## config.mk

```make
export PLATFORM = sky130hd
export DESIGN_NAME = majority_sampler_rx
export DESIGN_NICKNAME = d
export VERILOG_FILES = /design/src/rtl/majority_sampler_rx.sv
export SDC_FILE = /design/constraint.sdc
export NUM_CORES = 1
export LEC_CHECK = 0
export ABC_AREA = 1
export ABC_CLOCK_PERIOD_IN_PS = 2100
export BUFFER_PORTS_ARGS = -buffer_cell sky130_fd_sc_hd__clkbuf_2
export CORE_AREA = 4 4 60 48
export CTS_CLUSTER_DIAMETER = 200
export DETAILED_ROUTE_END_ITERATION = 10
export DIE_AREA = 0 0 64 52
export PLACE_DENSITY = 0.74
export SETUP_SLACK_MARGIN = 0.5
export SYNTH_ARGS = -nofsm -noshare
export SYNTH_HDL_FRONTEND = slang
export SYNTH_SLANG_ARGS = --single-unit
```

## constraint.sdc

```tcl
create_clock -name i_clk -period 2.1 [get_ports i_clk]
set_input_delay 0.105 -clock i_clk [delete_from_list [all_inputs] [get_ports i_clk]]
set_output_delay 0.105 -clock i_clk [all_outputs]
set_load 0.01 [all_outputs]
```

## src/rtl/majority_sampler_rx.sv

```systemverilog
// Oversampling UART bit detector: synchronises the serial line, finds the start edge,
// majority-votes a centred window of samples per bit cell and flags noise, false starts and stop errors.
module majority_sampler_rx #(
    parameter int SAMPLES     = 16,
    parameter int WINDOW      = 3,
    parameter int FRAME_BITS  = 10,
    parameter int SYNC_STAGES = 2
) (
    input  logic                          i_clk,
    input  logic                          i_rst,
    input  logic                          i_data,
    input  logic                          i_baudclk,
    output logic                          o_valid,
    output logic                          o_bit,
    output logic [$clog2(FRAME_BITS)-1:0] o_bitindex,
    output logic                          o_onedetected,
    output logic                          o_zerodetected,
    output logic                          o_noise,
    output logic                          o_false_start,
    output logic                          o_frame_err,
    output logic                          o_busy
);

    localparam int TW     = $clog2(SAMPLES);
    localparam int BW     = $clog2(FRAME_BITS);
    localparam int CW     = $clog2(WINDOW + 1);
    localparam int WSTART = SAMPLES / 2 - WINDOW / 2;
    localparam int WEND   = WSTART + WINDOW - 1;

    typedef enum logic [1:0] {S_IDLE, S_START, S_DATA} state_t;

    logic [SYNC_STAGES-1:0] r_sync;
    state_t                 r_state;
    state_t                 w_state_nxt;
    logic                   r_prev;
    logic [TW-1:0]          r_tick;
    logic [BW-1:0]          r_bitcnt;
    logic [WINDOW-1:0]      r_win;

    logic                   r_valid, r_bit, r_one, r_zero, r_noise, r_fs, r_ferr;
    logic [BW-1:0]          r_idx;

    logic                   w_s;
    logic [TW-1:0]          w_tick_nxt;
    logic                   w_wrap, w_in_win, w_wend, w_last;
    logic [WINDOW-1:0]      w_win_full;
    logic [CW-1:0]          w_ones;
    logic                   w_maj, w_dec, w_fs, w_ferr;

    assign w_s        = r_sync[SYNC_STAGES-1];
    assign w_tick_nxt = (r_tick == TW'(SAMPLES - 1)) ? '0 : r_tick + TW'(1);
    assign w_wrap     = (w_tick_nxt == '0);
    assign w_in_win   = (w_tick_nxt >= TW'(WSTART)) && (w_tick_nxt <= TW'(WEND));
    assign w_wend     = (w_tick_nxt == TW'(WEND));
    assign w_last     = (r_bitcnt == BW'(FRAME_BITS - 1));
    // The vote includes the sample arriving on the WEND tick itself.
    assign w_win_full = WINDOW'({r_win, w_s});

    always_comb begin
        w_ones = '0;
        for (int i = 0; i < WINDOW; i++) begin
            w_ones = w_ones + CW'(w_win_full[i]);
        end
    end

    assign w_maj = (({1'b0, w_ones}) << 1) > (CW + 1)'(WINDOW);

    always_ff @(posedge i_clk) begin
        if (i_rst) begin
            r_sync <= '1;
        end else begin
            r_sync <= {r_sync[SYNC_STAGES-2:0], i_data};
        end
    end

    always_ff @(posedge i_clk) begin
        if (i_rst) begin
            r_state  <= S_IDLE;
            r_prev   <= 1'b1;
            r_tick   <= '0;
            r_bitcnt <= '0;
            r_win    <= '0;
        end else if (i_baudclk) begin
            r_state <= w_state_nxt;
            if (r_state == S_IDLE) begin
                r_prev   <= w_s;
                r_tick   <= '0;
                r_bitcnt <= '0;
            end else begin
                r_tick <= w_tick_nxt;
                if (w_wrap) r_bitcnt <= r_bitcnt + BW'(1);
                if (w_in_win) r_win <= w_win_full;
                // A false start re-arms edge hunting; a stop exit leaves prev tracking the line.
                if (w_state_nxt == S_IDLE) r_prev <= (r_state == S_START) ? 1'b1 : w_s;
            end
        end
    end

    always_comb begin
        w_state_nxt = r_state;
        if (i_baudclk) begin
            case (r_state)
                S_IDLE:  if (!w_s && r_prev) w_state_nxt = S_START;
                S_START: if (w_wend) w_state_nxt = w_maj ? S_IDLE : S_DATA;
                S_DATA:  if (w_wend && w_last) w_state_nxt = S_IDLE;
                default: w_state_nxt = S_IDLE;
            endcase
        end
    end

    always_comb begin
        w_dec  = i_baudclk && w_wend &&
                 ((r_state == S_DATA) || ((r_state == S_START) && !w_maj));
        w_fs   = i_baudclk && w_wend && (r_state == S_START) && w_maj;
        w_ferr = i_baudclk && w_wend && (r_state == S_DATA) && w_last && !w_maj;
    end

    always_ff @(posedge i_clk) begin
        if (i_rst) begin
            r_valid <= 1'b0;
            r_bit   <= 1'b0;
            r_idx   <= '0;
            r_one   <= 1'b0;
            r_zero  <= 1'b0;
            r_noise <= 1'b0;
            r_fs    <= 1'b0;
            r_ferr  <= 1'b0;
        end else begin
            r_valid <= w_dec;
            r_one   <= w_dec && (w_ones == CW'(WINDOW));
            r_zero  <= w_dec && (w_ones == '0);
            r_noise <= w_dec && (w_ones != CW'(WINDOW)) && (w_ones != '0);
            r_fs    <= w_fs;
            r_ferr  <= w_ferr;
            if (w_dec) begin
                r_bit <= w_maj;
                r_idx <= r_bitcnt;
            end
        end
    end

    assign o_valid        = r_valid;
    assign o_bit          = r_bit;
    assign o_bitindex     = r_idx;
    assign o_onedetected  = r_one;
    assign o_zerodetected = r_zero;
    assign o_noise        = r_noise;
    assign o_false_start  = r_fs;
    assign o_frame_err    = r_ferr;
    assign o_busy         = (r_state != S_IDLE);

endmodule

```

==> impl_metrics.tcl <==
set metrics [dict create \
    status "complete, no violations" \
    dr.pass1.iters 5 \
    cp-start-kind "register" \
    drive_gt1_share_pct 33.87 \
    yosysMostFrequentCell "nand2_1" \
    tritoncts "yes" \
    synth-seq-cells 26 \
    cts-root-buf "clkbuf_4" \
    grt_pass1_vias 981 \
    max_slew_margin_pct 75.23 \
    tightest_slew_ns 0.3702 \
    nets 197 \
    setup_violations 0 \
    power.leakage_nw 0.6881 \
    grt.overflow.total 0 \
    antenna_found_initial 0 \
    synthTopCellsByCount "30 x nand2_1, 26 x dfxtp_1, 23 x inv_1, 17 x nand3_1, 14 x a21oi_1" \
    rows 15 \
    core_mm2 0.002271 \
    p_total_mw 0.9223 \
    syn_area_per_cell_um2 7.722 \
    synth_nets 167 \
    fin_crit_ns 1.636 \
    num_vias 1155 \
    power_density_mw_per_mm2 593.1 \
    rsz0062_at_grt "true" \
    synth_area_leaders "dfxtp_1 43%, nand2_1 9.3%, inv_1 7.1%" \
    fin_crit_sh_pct 77.88 \
    die_h_um 52 \
    synth_flop_cell "dfxtp_1" \
    cts.sinks 26 \
    drc 0 \
    setup.worst_path.end_class "register" \
    insertion_delay_ns 0.33 \
    yosys.area.top_type "dfxtp_1" \
    numCtsBuffers 3 \
    slew_viol_final 0 \
    viasPerCell 5.250 \
    ir_drop_mv 0.4086 \
    synth_edf_count 0 \
    fin_skew_ns 0.01227 \
    critPathArrivalTime_ns 1.86 \
    synthCells 157 \
    dieArea_mm2 0.003328 \
    avgRoutedWirePerCell_um 13.25 \
    grt_pass1_wl_um 4692 \
    hpwl_um 1753 \
    async_reset_ff_share_pct 0 \
    areaGrowthSynthToFinish_pct 28.28 \
    fmax_mhz 611.4 \
    die_w_um 64 \
    netlist.area_leader.share_pct 42.93 \
    track_usage_pct 18.55 \
    ys_seq_area_share_pct 42.93 \
    htreeDepth 1 \
    syn-cell-area_mm2 0.001212 \
    drv_cap 0 \
    antenna_cells 0 \
    worstSetupPathType "reg2reg" \
    synth_cell_type_count 26 \
    wirelength_um 2914 \
    synth_warnings 0 \
    n_fill_cell 175 \
    hold_violations 0 \
    critPathRequiredTime_ns 2.33 \
    worstPathMaxFanout 4 \
    gp_congestion 0.8512 \
    ant_nets 0 \
    boundaryPins 16 \
    clockBufferDepth 2 \
    portBuffers 15 \
    clkSlewWorstSetupHoldPaths_ns 0.15 \
    grt_max_degree 16 \
    initial_core_util_pct 53.39 \
    tns_ns 0 \
    hp-class "in2reg" \
    drtIter0Drc 63 \
]
sequential cells by signal (all words and copies together), names as in the netlist, 2 cells and up:
| register | count |
|---|---|
| r_state | 2 |
| r_tick | 4 |
| r_win | 2 |
| r_bitcnt | 4 |
| o_bitindex | 4 |
| r_sync | 2 |
where the power goes:
| group | total [mW] | internal, mW | switching, mW |
|---|---|---|---|
| Combinational | 0.0696 | 0.0227 | 0.0470 |
| Sequential | 0.504 | 0.498 | 0.00612 |
| Clock | 0.349 | 0.193 | 0.155 |
| Total | 0.922 | 0.714 | 0.208 |
cells in the final DEF (no fill, tap or decap), drive strengths merged, types with 2 or more instances in the layout:
cell    count
nor2       16
a211oi      2
o21ai       8
nor3        2
ha          5
nand3      17
clkbuf     18
nand4       2
dfxtp      26
nand2      32
or2         3
a21oi      14
inv        25
buf        10
timing repair:
item | 4_1_cts | 5_1_grt
hold endpoints to repair | 1 | 0
pin swaps | 7 | 15
resized for setup | 13 | 19
buffers inserted | 8 | 2
endpoints found under the setup margin | 11 | 15
hold buffers | 1 | 0
through the flow:
stage	instances	hold WS [ns]	area [um2]	util, %	setup slack (ns)
2_1_floorplan	157	0.1771	1212	-	0.5497
3_3_place_gp	205	0.2910	1326	58.40	0.4669
3_5_place_dp	205	0.2943	1326	58.40	0.3703
4_1_cts	218	0.04162	1491	65.67	0.4627
5_1_grt	220	0.05408	1555	68.48	0.3908
6_report	220	0.05942	1555	68.48	0.4645
logic make-up (layout without fill, tap and decap cells):
kind of cell,Yosys count,count (layout),share of synthesized area [%]
xor+xnor,1,1,0.7225
buf+inv,26,55,8.049
simple gates,74,74,30.86
fa+ha+maj,6,6,6.811
flops,26,26,42.93
compound gates,24,24,10.63
worst paths after layout:
| kind | startpoint | endpoint | slack, ns | depth (start not counted) |
|---|---|---|---|---|
| hold / removal | i_baudclk | r_tick[0] | 0.06 | 2 |
| hold reg to reg | r_sync[0] | r_sync[1] | 0.44 | 1 |
| setup / recovery | r_tick[0] | r_prev | 0.46 | 11 |
| setup reg to reg | r_tick[0] | r_prev | 0.46 | 11 |
critical path, cell delays in order, from the launching register on:
cell	delay [ns]
dfxtp_4	0.40
ha_4	0.17
inv_2	0.06
nand2_2	0.06
nand2_2	0.07
nand3_2	0.08
nor2_4	0.13
inv_4	0.07
a21oi_2	0.19
nand3_2	0.12
nand3_1	0.09
nand3_1	0.09
layout make-up:
cell class / instances / area, um2 / area share, %
clock buffer: 3 / 22.52 / 1.448
clock inverter: 1 / 30.03 / 1.931
inverter: 25 / 98.84 / 6.356
multi-input combinational: 105 / 666.9 / 42.88
sequential: 26 / 530.5 / 34.11
tap: 34 / 42.54 / 2.735
timing repair buffer: 26 / 163.9 / 10.54
per-layer routing:
layer	GRT usage, %	wire length (um)
met5	0	0
met4	5.735	98
met3	5.400	226
met2	29.85	1301
met1	24.01	1287
No activity file was read; power rests on OpenSTA's default activity.
